===== src/rtl/wiegand_frame_buf_if.sv =====
// Host-side bundle for the Wiegand frame buffer: receiver frame strobe,
// local-bus address/data/strobes, read data and interrupt.
interface wiegand_frame_buf_if;
  logic        frame_valid;
  logic [25:0] frame;
  logic [2:0]  addr;
  logic [7:0]  wdata;
  logic        nOE;
  logic        nWE;
  logic [7:0]  rdata;
  logic        IRQ;

  modport master (
    output frame_valid,
    output frame,
    output addr,
    output wdata,
    output nOE,
    output nWE,
    input  rdata,
    input  IRQ
  );

  modport slave (
    input  frame_valid,
    input  frame,
    input  addr,
    input  wdata,
    input  nOE,
    input  nWE,
    output rdata,
    output IRQ
  );
endinterface


===== src/rtl/wiegand_frame_buf.sv =====
// Wiegand-26 frame FIFO with parity check and 8-bit local-bus registers.
// Ports: clk, nCPLDCE (async active-low reset), bus (frame in, regs, IRQ).
module wiegand_frame_buf #(
  parameter int DEPTH = 4
) (
  input logic              clk,
  input logic              nCPLDCE,
  wiegand_frame_buf_if.slave bus
);

  localparam int PW = (DEPTH > 1) ? $clog2(DEPTH) : 1;
  localparam int CW = $clog2(DEPTH + 1);

  logic [25:0]   mem [DEPTH];
  logic [PW-1:0] wr_ptr;
  logic [PW-1:0] rd_ptr;
  logic [CW-1:0] count;
  logic          enable;
  logic          ovf;
  logic          perr;
  logic          irq_q;

  logic oe_s1, oe_s2, oe_d;
  logic we_s1, we_s2, we_d;

  logic oe_end, we_end;
  logic full, empty;
  logic good;
  logic fv_en;
  logic ctrl_wr;
  logic flush;
  logic pop;
  logic push;
  logic ovf_set, perr_set;

  logic [CW-1:0] count_n;
  logic          enable_n;
  logic          ovf_n;
  logic          perr_n;

  logic [25:0] head;
  logic [3:0]  cnt_wide;
  logic [2:0]  cnt_rep;
  logic [7:0]  status;
  logic        ctrl_unused;

  // Strobe ends are rising edges of the synchronized strobes.
  assign oe_end = oe_s2 & ~oe_d;
  assign we_end = we_s2 & ~we_d;

  assign full  = (count == CW'(DEPTH));
  assign empty = (count == '0);

  // Upper half: bit 25 makes 25..13 even; lower half: bit 0 makes 12..0 odd.
  assign good = ~(^bus.frame[25:13]) & (^bus.frame[12:0]);

  assign fv_en   = bus.frame_valid & enable;
  assign ctrl_wr = we_end & (bus.addr == 3'd0);
  assign flush   = ctrl_wr & bus.wdata[0];
  assign pop     = oe_end & (bus.addr == 3'd4) & ~empty;

  // A pop in the same cycle frees the slot, so a full FIFO still accepts.
  assign push     = fv_en & good & (~full | pop) & ~flush;
  assign ovf_set  = fv_en & good & full & ~pop & ~flush;
  assign perr_set = fv_en & ~good & ~flush;

  assign ctrl_unused = ^{bus.wdata[6:4], bus.wdata[1]};

  always_comb begin
    count_n = count;
    if (flush) begin
      count_n = '0;
    end else begin
      unique case ({push, pop})
        2'b10:   count_n = count + CW'(1);
        2'b01:   count_n = count - CW'(1);
        default: count_n = count;
      endcase
    end
  end

  // Set takes priority over a clear arriving in the same cycle.
  always_comb begin
    enable_n = enable;
    ovf_n    = ovf;
    perr_n   = perr;
    if (ctrl_wr) begin
      enable_n = bus.wdata[7];
      if (bus.wdata[2]) ovf_n  = 1'b0;
      if (bus.wdata[3]) perr_n = 1'b0;
    end
    if (ovf_set)  ovf_n  = 1'b1;
    if (perr_set) perr_n = 1'b1;
  end

  always_ff @(posedge clk or negedge nCPLDCE) begin
    if (!nCPLDCE) begin
      oe_s1  <= 1'b1;
      oe_s2  <= 1'b1;
      oe_d   <= 1'b1;
      we_s1  <= 1'b1;
      we_s2  <= 1'b1;
      we_d   <= 1'b1;
      wr_ptr <= '0;
      rd_ptr <= '0;
      count  <= '0;
      enable <= 1'b1;
      ovf    <= 1'b0;
      perr   <= 1'b0;
      irq_q  <= 1'b1;
    end else begin
      oe_s1 <= bus.nOE;
      oe_s2 <= oe_s1;
      oe_d  <= oe_s2;
      we_s1 <= bus.nWE;
      we_s2 <= we_s1;
      we_d  <= we_s2;
      if (flush) begin
        wr_ptr <= '0;
        rd_ptr <= '0;
      end else begin
        if (push) wr_ptr <= wr_ptr + PW'(1);
        if (pop)  rd_ptr <= rd_ptr + PW'(1);
      end
      count  <= count_n;
      enable <= enable_n;
      ovf    <= ovf_n;
      perr   <= perr_n;
      // Built from next-state values so IRQ moves with STATUS.
      irq_q  <= ~(enable_n &
                  ((count_n != '0) | ovf_n | perr_n));
    end
  end

  always_ff @(posedge clk) begin
    if (push) mem[wr_ptr] <= bus.frame;
  end

  assign head = empty ? 26'd0 : mem[rd_ptr];

  assign cnt_wide = 4'(count);
  assign cnt_rep  = (cnt_wide > 4'd7) ? 3'd7 : cnt_wide[2:0];
  assign status   = {enable, cnt_rep, perr, ovf, full, ~empty};

  always_comb begin
    bus.rdata = 8'h00;
    case (bus.addr)
      3'd0:    bus.rdata = status;
      3'd1:    bus.rdata = head[7:0];
      3'd2:    bus.rdata = head[15:8];
      3'd3:    bus.rdata = head[23:16];
      3'd4:    bus.rdata = {6'b0, head[25:24]};
      3'd5:    bus.rdata = head[24:17];
      default: bus.rdata = 8'h00;
    endcase
  end

  assign bus.IRQ = irq_q;

endmodule


===== src/flat_wrapper.sv =====
// flat-port wrapper written by rule: the top's interface ports become plain ports
module wiegand_frame_buf_flat 
#(
  parameter int DEPTH = 4
)
  (clk, nCPLDCE, bus_frame_valid, bus_frame, bus_addr, bus_wdata, bus_nOE, bus_nWE, bus_rdata, bus_IRQ);
  wiegand_frame_buf_if bus_i ();
  input logic clk;
  input logic nCPLDCE;
  input wire logic [$bits(bus_i.frame_valid)-1:0] bus_frame_valid;
  input wire logic [$bits(bus_i.frame)-1:0] bus_frame;
  input wire logic [$bits(bus_i.addr)-1:0] bus_addr;
  input wire logic [$bits(bus_i.wdata)-1:0] bus_wdata;
  input wire logic [$bits(bus_i.nOE)-1:0] bus_nOE;
  input wire logic [$bits(bus_i.nWE)-1:0] bus_nWE;
  output wire logic [$bits(bus_i.rdata)-1:0] bus_rdata;
  output wire logic [$bits(bus_i.IRQ)-1:0] bus_IRQ;
  assign bus_i.frame_valid = bus_frame_valid;
  assign bus_i.frame = bus_frame;
  assign bus_i.addr = bus_addr;
  assign bus_i.wdata = bus_wdata;
  assign bus_i.nOE = bus_nOE;
  assign bus_i.nWE = bus_nWE;
  assign bus_rdata = bus_i.rdata;
  assign bus_IRQ = bus_i.IRQ;
  wiegand_frame_buf #(.DEPTH(DEPTH)) u_core (.clk(clk), .nCPLDCE(nCPLDCE), .bus(bus_i));
endmodule

===== config.mk =====
export PLATFORM = sky130hd
export DESIGN_NAME = wiegand_frame_buf_flat
export DESIGN_NICKNAME = d
export VERILOG_FILES = /design/src/rtl/wiegand_frame_buf_if.sv /design/src/rtl/wiegand_frame_buf.sv /design/src/flat_wrapper.sv
export SDC_FILE = /design/constraint.sdc
export NUM_CORES = 1
export LEC_CHECK = 0
export ABC_AREA = 1
export BUFFER_PORTS_ARGS = -buffer_cell sky130_fd_sc_hd__buf_2
export CAP_MARGIN = 20
export CORE_MARGIN = 4
export CORE_UTILIZATION = 40
export DETAILED_ROUTE_END_ITERATION = 16
export GPL_TIMING_DRIVEN = 1
export RECOVER_POWER = 50
export REMOVE_ABC_BUFFERS = 1
export SLEW_MARGIN = 10
export SYNTH_ARGS = -nofsm -noshare
export SYNTH_HDL_FRONTEND = slang
export SYNTH_SLANG_ARGS = --single-unit

===== constraint.sdc =====
create_clock -name clk -period 7.95 [get_ports clk]
set_input_delay 1.9875 -clock clk [delete_from_list [all_inputs] [get_ports clk]]
set_output_delay 1.9875 -clock clk [all_outputs]
set_load 0.01 [all_outputs]

==> results.sh, run 1 <==
export IMPL_fin_nets=686
export IMPL_numCtsBuffers=17
export IMPL_drc=0
export IMPL_worstPathRequired_ps=5960
export IMPL_routed_wl_um=12800
export IMPL_final_common_cell="nand2_1"
export IMPL_post_dp_hpwl_um=8120
export IMPL_p_leak_nw=2.72
export IMPL_worst_pin_slew_ps=954
export IMPL_synth_top_area_share_pct=55.1
export IMPL_synthToLayoutAreaGrowth_pct=16.4
export IMPL_clock_sinks=121
export IMPL_fin_setup_tns_ps=0
export IMPL_worstSkewPairLatency_ps=410
export IMPL_finalClockSkew_ps=12.0
export IMPL_postCtsSetupRepairBufs=0
export IMPL_crit_path_start_kind="input port"
export IMPL_initial_core_util_pct=40.8
export IMPL_chipWidth_um=127
export IMPL_slew_headroom_pct=36.4
export IMPL_grt_use_total_pct=16.7
export IMPL_avgSynthCellArea_sq_um=9.68
export IMPL_crit_path_end_kind="primary output"
export IMPL_insertedDiodeCount=0
export IMPL_grt_first_pass_wirelength_um=20500
export IMPL_async_flop_share_pct=14.0
export IMPL_slew_viol_final=0
export IMPL_place_congestion=0.792
export IMPL_hold_slack_ps=357
export IMPL_final_cell_mix="nand2_1, edfxtp_1, inv_1, nor2_1"
export IMPL_seqCellArea_sq_um=3560
export IMPL_clk_pin_slew_worst_paths_ps=50
export IMPL_yosys_warnings=0
export IMPL_rows=43
export IMPL_pin_count=51
export IMPL_die_h_um=127
export IMPL_drive_gt1_share_pct=11.2
export IMPL_cp_max_fo=8
export IMPL_syn_area_sq_um=5670
export IMPL_yosysSeqAreaShare_pct=62.8
export IMPL_firstDrtPassIters=5
export IMPL_path_class="in -> out"
export IMPL_finalCriticalPeriod_ps=5620
export IMPL_ys_ff_latch=121
export IMPL_grt_max_degree=56
export IMPL_ir_drop_v=0.000123
export IMPL_drtIter0Drc=329
export IMPL_io_buffer_count=46
export IMPL_h_tree_depth=4
export IMPL_clockBufferDepth=2
export IMPL_setup_viol=0
export IMPL_cts_root_buffer="clkbuf_16"
export IMPL_synth_flop_cell="edfxtp_1"
export IMPL_grt_pass1_vias=3992
export IMPL_finalHoldViolations=0
export IMPL_coreArea_sq_um=13900
export IMPL_min_path_type="reg -> reg"
export IMPL_antenna_found_initial=0
export IMPL_hold_buffers=0
export IMPL_die_area_sq_um=16100
export IMPL_overflow=0
export IMPL_synth_area_leaders="edfxtp_1, nand2_1, dfrtp_1, inv_1, dfstp_2"
export IMPL_critPathArrivalTime_ps=3630
export IMPL_synth_area_leader_cell="edfxtp_1"
export IMPL_vias_per_cell=4.92
export IMPL_multi_input_area_sq_um=1790
export IMPL_tritoncts="done"
export IMPL_run_status="finished clean"
export IMPL_rsz0062_at_grt="no"
export IMPL_wl_per_cell_um=15.4
export IMPL_cts_resized=0
export IMPL_postRouteAntennaNets=0
export IMPL_fillers=1311
export IMPL_synth_cell_types=37
export IMPL_min_period_over_period_pct=70.6
export IMPL_max_clock_freq_mhz=178
export IMPL_synth_edf_count=104
export IMPL_cap_viol_max_count=0
export IMPL_cellPowerDensity_nw_per_um2=292
export IMPL_vias=4090
export IMPL_syn_inst=585
[stage by stage]
stage               cells  instance area [sq um]  utilization (%)  setup slack [ps]  power [mW]
floorplan             568                   5580                -              2990        1.06
global placement      799                   6080             43.8              2390        1.23
detailed placement    799                   6080             43.8              2370        1.24
CTS                   831                   6630             47.8              2360        1.95
global route          831                   6600             47.5              2210        2.04
finish                831                   6600             47.5              2330        1.92
[where the power goes]
part	switching (mW)	internal (mW)
registers	0.0198	0.724
logic	0.332	0.141
clock network	0.254	0.454
[final cells by class]
cell class                 count  share of cell area [%]
clock buffer                  21                    6.68
clock inverter                11                    1.59
inverter                      64                    3.64
multi-input combinational    383                    27.2
sequential                   121                    54.0
tap                          180                    3.41
timing repair buffer          51                    3.55
[final timing paths]
kind / slack, ps / depth (start not counted) / from / endpoint
max: 2330 / 11 / bus_addr[2] / bus_rdata[5]
min: 360 / 0 / u_core.we_s1$_DFF_PN1_ / u_core.we_s2$_DFF_PN1_
max reg2reg: 5170 / 18 / u_core.count[0]$_DFF_PN0_ / u_core.bus.IRQ$_DFF_PN1_
min reg2reg: 360 / 0 / u_core.we_s1$_DFF_PN1_ / u_core.we_s2$_DFF_PN1_
max in group asynchronous: 5660 / 1 / nCPLDCE / u_core.ovf$_DFF_PN0_
min in group asynchronous: 1710 / 1 / nCPLDCE / u_core.rd_ptr[1]$_DFFE_PN0P_
[cells by family after synthesis]
logic type / count (synthesis) / synth area share [%]
buffers and inverters: 81 / 5.83
adder cells (fa/ha/maj): 6 / 1.46
AND/OR/NAND/NOR: 298 / 21.8
XOR/XNOR: 3 / 0.464
AO/OA/AOI/OAI: 76 / 7.60
flip-flops: 121 / 62.8
[state kept, by name, indices dropped and copies added (netlist names), 2 cells and up]
name           cells
u_core.count       3
u_core.mem       104
u_core.rd_ptr      2
u_core.wr_ptr      2
[critical path, stage by stage]
cell and delay, ps:
buf_2 120, inv_2 90, nand2_1 70, nor2_1 480, nand3_1 170, o21ai_0 110, a21oi_1 60, o21ai_0 150
nand2_1 70, o21ai_0 120, buf_2 190
[metal layers]
layer	share of wire [%]	wire length, um	vias to the layer above	track usage [%]
li1	-	-	2061	-
met1	43	5550	1928	20.9
met2	50	6360	82	27.6
met3	5.4	695	19	4.85
met4	1.5	189	0	6.62
met5	0	0	-	0
[Yosys cell counts, drive strengths merged (2+ instances only)]
library cell and number:
dfrtp 9, clkbuf 5, o2111ai 2, nand2 201, ha 5, o22ai 15
dfstp 8, inv 63, nor2 49, a211oi 3, nand3 43, xnor2 2
nor3 2, edfxtp 104, nand4 3, a21oi 10, o21ai 41, buf 12
(Power assumes the default switching activity.)
==> run 2, diff against run 1 <==
==> constraint.sdc (replaced) <==
create_clock -name clk -period 5.4 [get_ports clk]
set_input_delay 1.35 -clock clk [delete_from_list [all_inputs] [get_ports clk]]
set_output_delay 1.35 -clock clk [all_outputs]
set_load 0.01 [all_outputs]
==> run 2 against run 1 <==
Against the previous run:
- flip-flop and latch count did not move
- global-route usage fell by 0.46 points
- utilization rose by 0.71 points
- hold slack improved by 4.4 ps
- non-clock buffer count rose by 1
- combinational power rose by 48%
- sequential power rose by 47%
- critical path depth did not move
- clock skew barely moved
- sequential share of layout area fell by 0.80 points
- largest cell class unchanged
- highest routed layer unchanged
==> results.sh, run 2 (synthesis gave the netlist of run 1 again) <==
export IMPL_wl_per_cell_um=15.4
export IMPL_worstSkewPairLatency_ps=410
export IMPL_worst_pin_slew_ps=944
export IMPL_post_dp_cell_area_sq_um=6100
export IMPL_largest_register_ffs=104
export IMPL_post_dp_hpwl_um=8260
export IMPL_synthToLayoutAreaGrowth_pct=18.2
export IMPL_tritoncts="done"
export IMPL_crit_path_start_kind="input port"
export IMPL_firstDrtPassIters=4
export IMPL_setup_viol=0
export IMPL_placedCellCount=800
export IMPL_holdPathStages=0
export IMPL_antenna_found_initial=0
export IMPL_slew_headroom_pct=37.0
export IMPL_grt_use_total_pct=16.3
export IMPL_max_clock_freq_mhz=232
export IMPL_routed_wl_um=12800
export IMPL_fin_nets=687
export IMPL_die_h_um=127
export IMPL_hold_buffers=0
export IMPL_clock_sinks=121
export IMPL_coreArea_sq_um=13900
export IMPL_grt_pass1_vias=3994
export IMPL_finalClockSkew_ps=12.1
export IMPL_vias_per_cell=4.89
export IMPL_path_class="in -> out"
export IMPL_worstPathRequired_ps=4050
export IMPL_run_status="finished clean"
export IMPL_largest_register="u_core.mem"
export IMPL_insertedDiodeCount=0
export IMPL_initial_core_util_pct=40.8
export IMPL_largest_registers="u_core.mem: 104 flops, u_core.count: 3 flops"
export IMPL_final_cell_mix="nand2_1, edfxtp_1, inv_1, nor2_1"
export IMPL_io_buffer_count=46
export IMPL_grt_first_pass_wirelength_um=20100
export IMPL_p_leak_nw=2.76
export IMPL_cellPowerDensity_nw_per_um2=445
export IMPL_clk_pin_slew_worst_paths_ps=50
export IMPL_finalCriticalPeriod_ps=4300
export IMPL_rsz0062_at_grt="no"
export IMPL_overflow=0
export IMPL_drtIter0Drc=346
export IMPL_post_route_cell_area_sq_um=6690
export IMPL_place_congestion=0.790
export IMPL_finalHoldViolations=0
export IMPL_rr_worst_depth=18
export IMPL_slew_viol_final=0
export IMPL_h_tree_depth=4
export IMPL_postCtsSetupRepairBufs=0
export IMPL_cp_max_fo=8
export IMPL_clockBufferDepth=2
export IMPL_vias=4072
export IMPL_numCtsBuffers=17
export IMPL_cap_viol_max_count=0
export IMPL_critPathArrivalTime_ps=2950
export IMPL_fin_setup_tns_ps=0
export IMPL_crit_path_end_kind="primary output"
export IMPL_chipWidth_um=127
export IMPL_cts_resized=0
export IMPL_min_period_over_period_pct=79.7
export IMPL_min_path_type="reg -> reg"
export IMPL_drc=0
export IMPL_cts_root_buffer="clkbuf_16"
export IMPL_postRouteAntennaNets=0
export IMPL_final_common_cell="nand2_1"
export IMPL_final_cell_count_no_fill=832
export IMPL_grt_max_degree=56
export IMPL_rows=43
export IMPL_pin_count=51
export IMPL_drive_gt1_share_pct=12.3
export IMPL_ir_drop_v=0.000271
export IMPL_die_area_sq_um=16100
run 2: cell types whose count changed in the layout (fill, tap and decap cells not counted):
cell and delta:
buf_12 +1, bufinv_16 +2, clkbuf_1 -2, clkbuf_8 +2, clkinv_1 -4, clkinv_2 -1, clkinvlp_4 +2, inv_6 +1
nor2_2 +1, nor2_4 -1
run 2: critical path: stages:
cell and delay [ps]:
buf_2 120, inv_2 90, nand2_1 70, nor2_1 470, nand3_1 170, o21ai_0 100, a21oi_1 60, o21ai_0 150
nand2_1 80, o21ai_0 110, buf_2 180
run 2: area by class of cell:
type                            instances  area (sq um)
Fill cell                            1307          7190
Sequential cell                       121          3560
Multi-Input combinational cell        383          1790
Clock buffer                           21           460
Timing Repair Buffer                   52           254
Inverter                               64           240
Tap cell                              180           225
Clock inverter                         11           169
run 2: per-stage QoR:
| step | worst slack (ps) | power (mW) | util, % | hold slack, ps |
|---|---|---|---|---|
| 5_1_grt | 879 | 3.14 | 48.2 | 365 |
| 6_report | 1100 | 2.98 | 48.2 | 361 |
| 3_3_place_gp | 1120 | 1.81 | 43.9 | 348 |
| 2_1_floorplan | 1710 | 1.55 | - | 345 |
| 3_5_place_dp | 1080 | 1.82 | 43.9 | 347 |
| 4_1_cts | 1080 | 3.01 | 48.5 | 358 |
run 2: report_power, final:
| group | internal (mW) | leakage [nW] | switching [mW] |
|---|---|---|---|
| Clock | 0.795 | 0.296 | 0.391 |
| Sequential | 1.07 | 1.13 | 0.0290 |
| Combinational | 0.209 | 1.34 | 0.489 |
| Total | 2.07 | 2.76 | 0.908 |
run 2: path summary, 6_finish.rpt:
check / from / slack, ps / end
min in group asynchronous: nCPLDCE / 1060 / u_core.wr_ptr[1]$_DFFE_PN0P_
max in group asynchronous: nCPLDCE / 3760 / u_core.count[1]$_DFF_PN0_
hold reg to reg: u_core.oe_s1$_DFF_PN1_ / 360 / u_core.oe_s2$_DFF_PN1_
hold / removal: u_core.oe_s1$_DFF_PN1_ / 360 / u_core.oe_s2$_DFF_PN1_
setup reg to reg: u_core.count[0]$_DFF_PN0_ / 2610 / u_core.bus.IRQ$_DFF_PN1_
setup / recovery: bus_addr[2] / 1100 / bus_rdata[5]
run 2: routing by layer:
metal	GRT usage, %	part of all wire, %	vias up
met5	0	0	-
met4	4.48	0.76	0
met3	4.72	6.5	6
met2	27.3	50	87
met1	20.7	43	1915
li1	-	-	2064
==> run 3, diff against run 2 <==
--- a/config.mk
+++ b/config.mk
@@ -5,7 +5,7 @@
 export SDC_FILE = /design/constraint.sdc
 export NUM_CORES = 1
 export LEC_CHECK = 0
-export ABC_AREA = 1
+export ABC_AREA = 0
 export BUFFER_PORTS_ARGS = -buffer_cell sky130_fd_sc_hd__buf_2
 export CAP_MARGIN = 20
 export CORE_MARGIN = 4
==> constraint.sdc (replaced) <==
create_clock -name clk -period 3.8 [get_ports clk]
set_input_delay 0.95 -clock clk [delete_from_list [all_inputs] [get_ports clk]]
set_output_delay 0.95 -clock clk [all_outputs]
set_load 0.01 [all_outputs]
==> run 3 against run 2 <==
Against the previous run:
- hold slack lost 1.2 ps
- die area down 7.4%
- clock power rose by 36%
- global-route usage barely moved
- critical path depth up 2
- largest cell class unchanged
- sequential power grew 50%
- register-to-register slack got worse by 2100 ps
- utilization increased by 3.6 points
==> results.sh, run 3 <==
export IMPL_routed_wl_um=11000
export IMPL_path_class="in -> reg"
export IMPL_initial_core_util_pct=41.2
export IMPL_critPathArrivalTime_ps=3920
export IMPL_finalHoldViolations=0
export IMPL_postRouteAntennaNets=0
export IMPL_synthToLayoutAreaGrowth_pct=25.8
export IMPL_cts_root_buffer="clkbuf_16"
export IMPL_coreArea_sq_um=12700
export IMPL_die_h_um=122
export IMPL_firstDrtPassIters=4
export IMPL_post_dp_hpwl_um=7160
export IMPL_synth_area_leaders="edfxtp_1, mux4_2, dfrtp_1, dfstp_2, xnor3_1"
export IMPL_ir_drop_v=0.000327
export IMPL_drc=0
export IMPL_cellPowerDensity_nw_per_um2=643
export IMPL_yosysSeqAreaShare_pct=68.2
export IMPL_tritoncts="done"
export IMPL_place_ws_ps=-250
export IMPL_min_period_over_period_pct=94.8
export IMPL_async_flop_share_pct=14.0
export IMPL_synth_flop_cell="edfxtp_1"
export IMPL_wl_per_cell_um=18.8
export IMPL_finalClockSkew_ps=5.74
export IMPL_vias=2957
export IMPL_vias_per_cell=5.06
export IMPL_slew_viol_final=0
export IMPL_cp_max_fo=2
export IMPL_cp_num_buf_inv=1
export IMPL_yosys_warnings=0
export IMPL_slowest_delay_ps=440
export IMPL_grt_first_pass_wirelength_um=17500
export IMPL_chipWidth_um=122
export IMPL_synthMuxAreaShare_pct=12.9
export IMPL_syn_inst=294
export IMPL_ys_ff_latch=121
export IMPL_cp_common_cell="xnor3_1"
export IMPL_worst_pin_slew_ps=966
export IMPL_crit_path_end_kind="flip-flop"
export IMPL_cts_resized=0
export IMPL_fin_setup_tns_ps=0
export IMPL_final_cell_mix="edfxtp_1, clkbuf_1, mux4_2, buf_4, buf_2"
export IMPL_rows=41
export IMPL_grt_use_total_pct=16.3
export IMPL_crit_path_start_kind="input port"
export IMPL_worstPathRequired_ps=4120
export IMPL_pin_count=51
export IMPL_p_leak_nw=2.27
export IMPL_setup_viol=0
export IMPL_synth_top_area_share_pct=59.9
export IMPL_timing_final_ws_setup_ps=199
export IMPL_worstSkewPairLatency_ps=420
export IMPL_synth_top_family_by_area="multiplexers"
export IMPL_cap_viol_max_count=0
export IMPL_drtIter0Drc=206
export IMPL_drive_gt1_share_pct=29.6
export IMPL_synth_area_leader_cell="edfxtp_1"
export IMPL_post_dp_cell_area_sq_um=6080
export IMPL_post_route_cell_area_sq_um=6560
export IMPL_synth_xor_area_share_pct=5.61
export IMPL_clockBufferDepth=2
export IMPL_crit_chain="clkbuf_1 > xnor3_1 > xnor3_1 > xor2_1 > nand3_1 > or2_1 > ha_1 > fa_1 > xnor2_1 > o21a_1 > nor3_1 > o21ai_0 > o31ai_1"
export IMPL_largest_register_ffs=104
export IMPL_largest_register="u_core.mem"
export IMPL_run_status="finished clean"
export IMPL_h_tree_depth=4
export IMPL_io_buffer_count=46
export IMPL_cp_top_family="XOR/XNOR gates"
export IMPL_synthTopCellsByCount="edfxtp_1, mux4_2, nor2_1, nor3_1, xnor2_1"
export IMPL_cp_slowest_cell="fa_1"
export IMPL_grt_max_degree=28
export IMPL_postCtsSetupRepairBufs=0
export IMPL_antenna_found_initial=0
export IMPL_overflow=0
export IMPL_slew_headroom_pct=35.6
export IMPL_synth_edf_count=104
export IMPL_rsz0062_at_grt="no"
export IMPL_clock_sinks=121
export IMPL_finalCriticalPeriod_ps=3600
export IMPL_syn_area_sq_um=5220
export IMPL_hold_buffers=0
export IMPL_fin_nets=447
export IMPL_largest_registers="u_core.mem: 104 flops, u_core.count: 3 flops"
export IMPL_synth_fa_ha_area_share_pct=1.58
export IMPL_clk_pin_slew_worst_paths_ps=60
export IMPL_max_clock_freq_mhz=278
export IMPL_yosysMostFrequentCell="edfxtp_1"
export IMPL_insertedDiodeCount=0
export IMPL_numCtsBuffers=17
export IMPL_min_path_type="reg -> reg"
export IMPL_synth_compound_area_share_pct=4.72
export IMPL_synth_cell_types=37
export IMPL_synthSimpleGateAreaFrac_pct=5.20
export IMPL_place_congestion=0.851
export IMPL_avgSynthCellArea_sq_um=17.7
export IMPL_die_area_sq_um=14900
export IMPL_grt_pass1_vias=3193
export IMPL_final_common_cell="edfxtp_1"
run 3: cell count changes after synthesis, moves of 27 or more:
| cell | change |
|---|---|
| nand2_1 | -189 |
| inv_1 | -50 |
| o21ai_0 | -31 |
| nor2_1 | -35 |
| mux4_2 | +27 |
| nand3_1 | -35 |
run 3: path summary, 6_finish.rpt:
path                                                end              startpoint  slack [ps]  cells past startpoint
hold reg to reg                  u_core.oe_s2$_DFF_PN1_  u_core.oe_s1$_DFF_PN1_         360                      0
min in group asynchronous  u_core.wr_ptr[0]$_DFFE_PN0P_                 nCPLDCE         670                      1
max in group asynchronous  u_core.rd_ptr[0]$_DFFE_PN0P_                 nCPLDCE        2480                      1
setup / recovery               u_core.bus.IRQ$_DFF_PN1_           bus_frame[21]         200                     13
hold / removal                   u_core.oe_s2$_DFF_PN1_  u_core.oe_s1$_DFF_PN1_         360                      0
setup reg to reg               u_core.bus.IRQ$_DFF_PN1_  u_core.oe_s2$_DFF_PN1_         490                     11
run 3: kinds of logic (layout without fill, tap and decap cells):
family          Yosys count  after routing
fa+ha+maj                 6              6
mux                      33             33
compound gates           39             39
flops                   121            121
buf+inv                  20            138
xor+xnor                 24             24
simple gates             51             51
run 3: final cells by class:
type | count | area, sq um
multi-input cells | 153 | 1590
flip-flops and latches | 121 | 3560
fillers | 1069 | 6110
inverters | 9 | 33.8
repair buffers | 97 | 566
well taps | 172 | 215
clock inverters | 14 | 174
clock buffers | 18 | 429
run 3: where the power goes:
group	internal [mW]	switching (mW)	total (mW)	leakage [nW]
registers	1.55	0.0903	1.64	1.13
logic	0.493	0.477	0.970	0.859
clock network	1.03	0.584	1.62	0.283
total	3.07	1.15	4.22	2.27
run 3: per-layer routing:
metal	vias up	part of all wire (%)	track usage [%]
met2	70	50	26.0
li1	1374	-	-
met3	14	3.9	5.07
met4	0	2.0	6.30
met1	1499	44	20.9
met5	-	0	0
run 3: through the flow:
step                      std cells  total power, mW  hold slack, ps  utilization (%)
final                           584             4.22             360             51.8
after global routing            584             4.43             362             51.8
after CTS                       584             4.29             355             52.8
after detailed placement        552             2.65             349             48.0
after global placement          552             2.64             345             48.0
after floorplan                 283             2.23             345                -
